==> src/rtl/car_park_pkg.sv <==
// Shared types and constants for the car park gate controller.
// Sensor patterns are written as {a, b}: a is the outer beam, b the inner beam.
package car_park_pkg;

  localparam int CNT_W = 4;
  localparam logic [CNT_W-1:0] MAX_COUNT = 4'd15;

  localparam logic [1:0] P_NONE = 2'b00;
  localparam logic [1:0] P_A    = 2'b10;
  localparam logic [1:0] P_B    = 2'b01;
  localparam logic [1:0] P_AB   = 2'b11;

  typedef enum logic [2:0] {
    IDLE,
    EN_A,
    EN_AB,
    EN_B,
    EX_B,
    EX_BA,
    EX_A,
    WAIT_CLR
  } state_t;

endpackage

==> src/rtl/sat_counter.sv <==
// Saturating up/down occupancy counter with registered full/empty flags.
// Flags are computed from the next count so they track count with no extra lag.
module sat_counter
  import car_park_pkg::*;
(
  input  logic             clk,
  input  logic             reset,
  input  logic             inc,
  input  logic             dec,
  output logic [CNT_W-1:0] count,
  output logic             full,
  output logic             empty
);

  logic [CNT_W-1:0] count_next;

  always_comb begin
    count_next = count;
    if (inc && !dec && (count != MAX_COUNT)) begin
      count_next = count + 1'b1;
    end else if (dec && !inc && (count != '0)) begin
      count_next = count - 1'b1;
    end
  end

  always_ff @(posedge clk) begin
    if (reset) begin
      count <= '0;
      full  <= 1'b0;
      empty <= 1'b1;
    end else begin
      count <= count_next;
      full  <= (count_next == MAX_COUNT);
      empty <= (count_next == '0);
    end
  end

endmodule

==> src/rtl/car_park_fsm.sv <==
// Gate sequencer: decodes the two-beam sensor order into entries and exits
// and drives the occupancy counter; state is exported for observation.
module car_park_fsm
  import car_park_pkg::*;
(
  input  logic             clk,
  input  logic             reset,
  input  logic             a,
  input  logic             b,
  output logic [CNT_W-1:0] count,
  output logic             full,
  output logic             empty,
  output logic             car_in,
  output logic             car_out,
  output logic             seq_err,
  output state_t           state
);

  state_t     state_next;
  logic [1:0] sensors;
  logic       inc_req;
  logic       dec_req;
  logic       err_req;

  assign sensors = {a, b};

  // Each path state: hold on its own pattern, advance on the next one,
  // back off on the previous one, abort on 00, anything else is illegal.
  always_comb begin
    state_next = state;
    inc_req    = 1'b0;
    dec_req    = 1'b0;
    err_req    = 1'b0;
    case (state)
      IDLE: begin
        case (sensors)
          P_NONE:  state_next = IDLE;
          P_A:     state_next = EN_A;
          P_B:     state_next = EX_B;
          default: begin state_next = WAIT_CLR; err_req = 1'b1; end
        endcase
      end
      EN_A: begin
        case (sensors)
          P_A:     state_next = EN_A;
          P_AB:    state_next = EN_AB;
          P_NONE:  state_next = IDLE;
          default: begin state_next = WAIT_CLR; err_req = 1'b1; end
        endcase
      end
      EN_AB: begin
        case (sensors)
          P_AB:    state_next = EN_AB;
          P_B:     state_next = EN_B;
          P_A:     state_next = EN_A;
          default: state_next = IDLE;
        endcase
      end
      EN_B: begin
        case (sensors)
          P_B:     state_next = EN_B;
          P_NONE:  begin state_next = IDLE; inc_req = 1'b1; end
          P_AB:    state_next = EN_AB;
          default: begin state_next = WAIT_CLR; err_req = 1'b1; end
        endcase
      end
      EX_B: begin
        case (sensors)
          P_B:     state_next = EX_B;
          P_AB:    state_next = EX_BA;
          P_NONE:  state_next = IDLE;
          default: begin state_next = WAIT_CLR; err_req = 1'b1; end
        endcase
      end
      EX_BA: begin
        case (sensors)
          P_AB:    state_next = EX_BA;
          P_A:     state_next = EX_A;
          P_B:     state_next = EX_B;
          default: state_next = IDLE;
        endcase
      end
      EX_A: begin
        case (sensors)
          P_A:     state_next = EX_A;
          P_NONE:  begin state_next = IDLE; dec_req = 1'b1; end
          P_AB:    state_next = EX_BA;
          default: begin state_next = WAIT_CLR; err_req = 1'b1; end
        endcase
      end
      WAIT_CLR: begin
        if (sensors == P_NONE) state_next = IDLE;
      end
      default: state_next = IDLE;
    endcase
  end

  // Pulses only report counts that actually moved, so saturated events are silent.
  always_ff @(posedge clk) begin
    if (reset) begin
      state   <= IDLE;
      car_in  <= 1'b0;
      car_out <= 1'b0;
      seq_err <= 1'b0;
    end else begin
      state   <= state_next;
      car_in  <= inc_req && !full;
      car_out <= dec_req && !empty;
      seq_err <= err_req;
    end
  end

  sat_counter u_counter (
    .clk   (clk),
    .reset (reset),
    .inc   (inc_req),
    .dec   (dec_req),
    .count (count),
    .full  (full),
    .empty (empty)
  );

endmodule

==> config.mk <==
export PLATFORM = sky130hd
export DESIGN_NAME = car_park_fsm
export DESIGN_NICKNAME = d
export VERILOG_FILES = /design/src/rtl/car_park_pkg.sv /design/src/rtl/sat_counter.sv /design/src/rtl/car_park_fsm.sv
export SDC_FILE = /design/constraint.sdc
export NUM_CORES = 1
export LEC_CHECK = 0
export CAP_MARGIN = 20
export CORE_UTILIZATION = 50
export CTS_CLUSTER_SIZE = 12
export DETAILED_ROUTE_END_ITERATION = 10
export PLACE_DENSITY = 0.77
export SLEW_MARGIN = 0
export SYNTH_ARGS = -nofsm -noshare
export SYNTH_HDL_FRONTEND = slang
export SYNTH_SLANG_ARGS = --single-unit
==> constraint.sdc <==
create_clock -name clk -period 1.8 [get_ports clk]
set_input_delay 0.27 -clock clk [delete_from_list [all_inputs] [get_ports clk]]
set_output_delay 0.27 -clock clk [all_outputs]
set_load 0.05 [all_outputs]
; ---- Word-level counts from Yosys, hierarchy flattened
; Index checks and enable logic that the tools add are counted.
[totals]
reg_bits = 12
input_bits = 4
out_inout_bits = 12
elab_cells = 59
[op_classes]
add_sub_neg = 2
eq_ne = 13
n_mux = 18
reduce_logical = 19
[op_table]
columns = operator, n
row1 = $pmux W3 S3, 6
row2 = $pmux W3 S8, 1
row3 = $eq A3 B3 Y1 const B, 4
row4 = $reduce_or A3 Y1, 3
row5 = $mux W4, 2
row6 = $eq A3 B2 Y1 const B, 2
row7 = $logic_and A1 B1 Y1, 6
row8 = $mux W1, 6
row9 = $pmux W2 S3, 1
row10 = $add A4 B1 Y4 const B, 1
row11 = $eq A2 B2 Y1 const B, 2
row12 = $eq A4 B4 Y1 const B, 1
row13 = $logic_not A1 Y1, 4
row14 = $logic_not A4 Y1, 1
row15 = $ne A4 B4 Y1 const B, 1
row16 = $reduce_bool A4 Y1, 1
row17 = $reduce_or A2 Y1, 2
row18 = $sub A4 B1 Y4 const B, 1
row19 = $eq A3 B1 Y1 const B, 1
row20 = $logic_not A3 Y1, 1
row21 = $mux W3, 1
row22 = $pmux W1 S3, 1
row23 = $eq A2 B1 Y1 const B, 1
row24 = $logic_not A2 Y1, 1
row25 = $ne A2 B2 Y1 const B, 1

; ---- Longest topological paths before layout
[logic_depth]
depth_word = 9
mapped_depth = 8
ltp_nobuf = 7

; ---- Modules after synthesis
; A second synthesis with hierarchy kept.
[unflattened]
cells_unflattened = 101
area_unflattened_um2 = 940.9
[by_module_without_submodules]
columns = module, n_inst, cells_each, area_each_um2
row1 = car_park_fsm, 1, 58, 516.7
row2 = sat_counter, 1, 43, 424.2

; ---- Worst setup path before layout
; OpenSTA, ideal clock, no wires.
[synth_timing]
path_type = register to register
start = register u_counter.count[0]
end = register u_counter.empty
arrival_time_ns = 1.922
required_time_ns = 1.741
slack_ns = -0.181
path_stages_with_launch = 8
synth_period_minus_slack_ns = 1.981
path_cell_list = dfxtp_1 -> inv_1 -> ha_1 -> nor3b_2 -> nor2_2 -> a221oi_1 -> nor3_1 -> a31o_1
[synth_between]
elab_chain_cells = 5
elab_cells_between_ends = 9
cone_classes = 2 x add/sub / 1 x eq/ne / 2 x mux / 4 x reduce/logical
[synth_rtl]
columns = item, line_no
row1 = start: declaration, sat_counter.sv:10  ; output logic [CNT_W-1:0] count,
row2 = start signal: assignment, sat_counter.sv:32  ; count <= count_next;
row3 = branches (longest 3 deep; another with $sub A4 B1 Y4), n/a
row4 = $mux W4 *, sat_counter.sv:19  ; if (inc && !dec && (count != MAX_COUNT)) begin
row5 = $logic_not A4 Y1 *, sat_counter.sv:34  ; empty <= (count_next == '0);
row6 = end signal: assignment, sat_counter.sv:34
row7 = end: declaration, sat_counter.sv:12  ; output logic empty
; Every way passes the cells marked *.
; A chain may end at the register's enable or synchronous reset.

; ---- Worst setup path in the final report
[layout_timing]
start = register u_counter.count[0]
end = register u_counter.full
[layout_between]
elab_chain_cells = 5
elab_cells_between_ends = 9
cone_classes = 2 x add/sub / 2 x eq/ne / 2 x mux / 3 x reduce/logical
[layout_rtl]
columns = item, line_no
row1 = branches (longest 3 deep; another with $sub A4 B1 Y4), n/a
row2 = $mux W4 *, sat_counter.sv:19
row3 = $eq A4 B4 Y1 *, sat_counter.sv:33  ; full <= (count_next == MAX_COUNT);
row4 = end signal: assignment, sat_counter.sv:33
row5 = end: declaration, sat_counter.sv:11  ; output logic full,
; Marked as above.

==> summary.txt <==
Outcome
  – Outcome: finished, violations left
  – Failing checks: design-rule violations, negative setup slack

Timing
  – Max_slew headroom: 0.668
  – Layout Skew: 0.00140 ns
  – Fin crit period: 1.82 ns
  – Slew Limit Fails: 0
  – Fmax: 551 MHz
  – Fin Setup TNS: -0.0297 ns
  – Final setup vio count: 2
  – Fin crit share: 1.01
  – Final hold vios: 0
  – Post-route setup slack: -0.0161 ns
  – Least-Margin Pin Slew: 0.496 ns

Cells and area
  – Final nets: 149
  – FILL cells: 89
  – # diodes: 0
  – Synth-to-Final Area Change: 44.2%
  – Final cell count without fillers: 150
  – Share of post-route cells with drive strength above 1: 0.396

Routing
  – Drt total wl: 2710 um
  – Via density: 6.06
  – # DRC: 1
  – Average wire per standard cell: 18.0 um
  – Antenna Violating Nets Remaining: 0
  – Initial drt markers: 27
  – Drt pass-1 iters: 7
  – Via count: 909

Critical path
  – Crit path cell chain: inv_4 -> ha_4 -> nor3b_4 -> nor2_2 -> buf_4 -> o2bb2ai_2 -> xnor2_1 -> nor4b_4
  – Worst path slowest cell: dfxtp_4
  – CP Launch Type: flip-flop
  – Worst Path Required: 1.99 ns
  – Cells on worst reg2reg path: 8
  – R2R Path Start: u_counter.count[0]
  – RR Endpoint: u_counter.full
  – CP Capture Type: flip-flop
  – Setup CP Type: flip-flop to flip-flop
  – Crit-path max cell delay: 0.37 ns
  – R2R Setup Slk: -0.02 ns
  – Critical path peak fanout: 6
  – Crit path arrival time: 2.01 ns

GRT
  – Largest net degree at the start of global routing: 13
  – Antenna violations before repair: 0
  – Global-route wire length before repair: 3880 um
  – Total GRT Usage: 0.282
  – Remaining global-route overflow: 0
  – Vias in the first global route: 845

Place
  – Inst Count DP: 145
  – GPL Wtd Cong: 0.843
  – Port Buf Inserts: 15
  – Pre-CTS setup slack: -0.411 ns
  – Placed wire-length estimate: 1610 um

Hold path
  – Hold path endpoint: car_in
  – Hold WC Path Type: flip-flop to flip-flop
  – Hold path depth: 1
  – HP Start: u_counter.full

Logic synthesis
  – Synth area leaders: dfxtp_1 28%, ha_1 13%, nor2_1 5.6%
  – Dominant synthesized flop cell: dfxtp_1
  – Post-synthesis mux area share: 0.0518
  – Seq cells post-synth: 12
  – Syn_area_per_cell: 8.20 um2
  – Mapped Nets: 119
  – Register area share after synthesis: 0.276
  – Post-Synth XOR/XNOR Area: 0.0403
  – Simple-gate portion of the synthesized area: 0.233
  – Synth Instances: 106
  – Adder-Cell Fraction of Synth Area: 0.129
  – Number of distinct library cells after synthesis: 36
  – Ys async rst share: 0
  – Mapped Area: 870 um2
  – Share of the synthesized area in the top cell type: 0.276
  – Synthesis warning total: 0
  – Post-synth EDFFs: 0
  – Post-synth top area cell: dfxtp_1
  – Compound-Gate Fraction of Synth Area: 0.197
  – Main combinational cell family by area after synthesis: simple AND/OR/NAND/NOR gates

Power
  – Lkg Pwr: 0.575 nW
  – Power Dens Cells: 621 nW/um2
  – VDD IR max: 533 uV

Clocking
  – Max clock buf depth: 2
  – CTS tree: yes
  – Hold-fix buffers, CTS: 0
  – Root buffer cell: clkbuf_4
  – Sink Count: 12
  – Worst skew pair latency: 0.28 ns
  – H-tree lvl count: 1
  – CTS buffer count: 3
  – Reg clk slew, reported paths: 0.07 ns

Floorplanning
  – CORE AREA: 1560 um2
  – Ports: 16
  – Row count: 14
  – Chip Width: 43.7 um
  – Starting Density: 0.558
  – Die Area: 1910 um2
  – Die Span Y: 43.7 um

Flow run
  – Max Cap Violations: 0
[layer usage]
layer,track usage,share of wire
met5,0,0
met4,0.0875,0.023
met3,0.0667,0.077
met2,0.439,0.49
met1,0.385,0.41
[how the worst max path moves through the flow]
stage                 endpoint  slack, ns  depth (start not counted)          startpoint
6_report        u_counter.full      -0.02                          8  u_counter.count[0]
5_1_grt        u_counter.empty      -0.08                          7  u_counter.count[1]
4_1_cts         u_counter.full      -0.03                          8                   a
3_5_place_dp    u_counter.full      -0.41                          8                   a
3_3_place_gp    u_counter.full      -0.33                          8                   a
2_1_floorplan  u_counter.empty       0.04                          5            state[2]
[report_power, final]
part	internal, mW	leakage, nW	switching (mW)	total (mW)
Clock	0.0779	0.0138	0.0899	0.168
Sequential	0.281	0.100	0.0196	0.301
Combinational	0.124	0.461	0.187	0.311
Total	0.483	0.575	0.296	0.779
[timing repair]
action	CTS	global route
gates resized for setup	5	24
pin swaps	2	7
setup buffers	1	2
endpoints found under the setup margin	2	7
[layout by cell type, fill, tap and decap left out, drive strengths merged, types with 3 or more instances in the layout]
master and n:
xnor2 4, nor2 14, nor3 5, buf 23, clkdlybuf4s50 7, a21oi 6, o21ai 4, ha 9
dfxtp 12, a31oi 3, inv 8, nand2 10, clkbuf 3
[critical path, delay by kind of cell (launching register included)]
family          cells  cell delay (ns)
flops               1             0.37
compound gates      1             0.11
buf+inv             2             0.22
fa+ha+maj           1             0.14
xor+xnor            1             0.18
simple gates        3             0.69
[cell families after synthesis]
| logic type | Yosys count |
|---|---|
| and+or+nand+nor | 38 |
| AOI/OAI and AO/OA | 25 |
| buffers and inverters | 15 |
| DFF | 12 |
| adders and majority gates | 9 |
| xor gates and xnor gates | 4 |
| muxes | 3 |
[synth_stat cells, types with 2 or more instances]
cell type and instances:
nor2_1 13, dfxtp_1 12, ha_1 9, nand2_1 9
inv_1 8, a21oi_1 6, nor3_1 5, clkbuf_1 4
o21ai_0 4, xnor2_1 4, a31oi_1 3, buf_2 2
mux2_2 2, nand3_1 2, o22ai_1 2
[registers in the layout (all words and copies together) (netlist names)]
signal	cells
car_out	1
seq_err	1
u_counter.full	1
u_counter.empty	1
car_in	1
state	3
u_counter.count	4
[through the flow]
| stage | power (mW) | cell area (um2) | hold slack, ns | util |
|---|---|---|---|---|
| floorplan | 0.501 | 873 | 0.342 | - |
| global placement | 0.588 | 1110 | 0.425 | 0.711 |
| detailed placement | 0.597 | 1110 | 0.422 | 0.711 |
| CTS | 0.763 | 1170 | 0.432 | 0.749 |
| global route | 0.813 | 1250 | 0.449 | 0.804 |
| finish | 0.779 | 1250 | 0.431 | 0.804 |
[cell type report]
cell class                      instances  area [um2]  area share
Timing Repair Buffer                   32         268       0.214
Inverter                                8        35.0      0.0279
Sequential cell                        12         250       0.200
Clock buffer                            3        22.5      0.0180
Tap cell                               16        20.0      0.0160
Multi-Input combinational cell         79         658       0.525
Power figures use the tool's default switching activity.
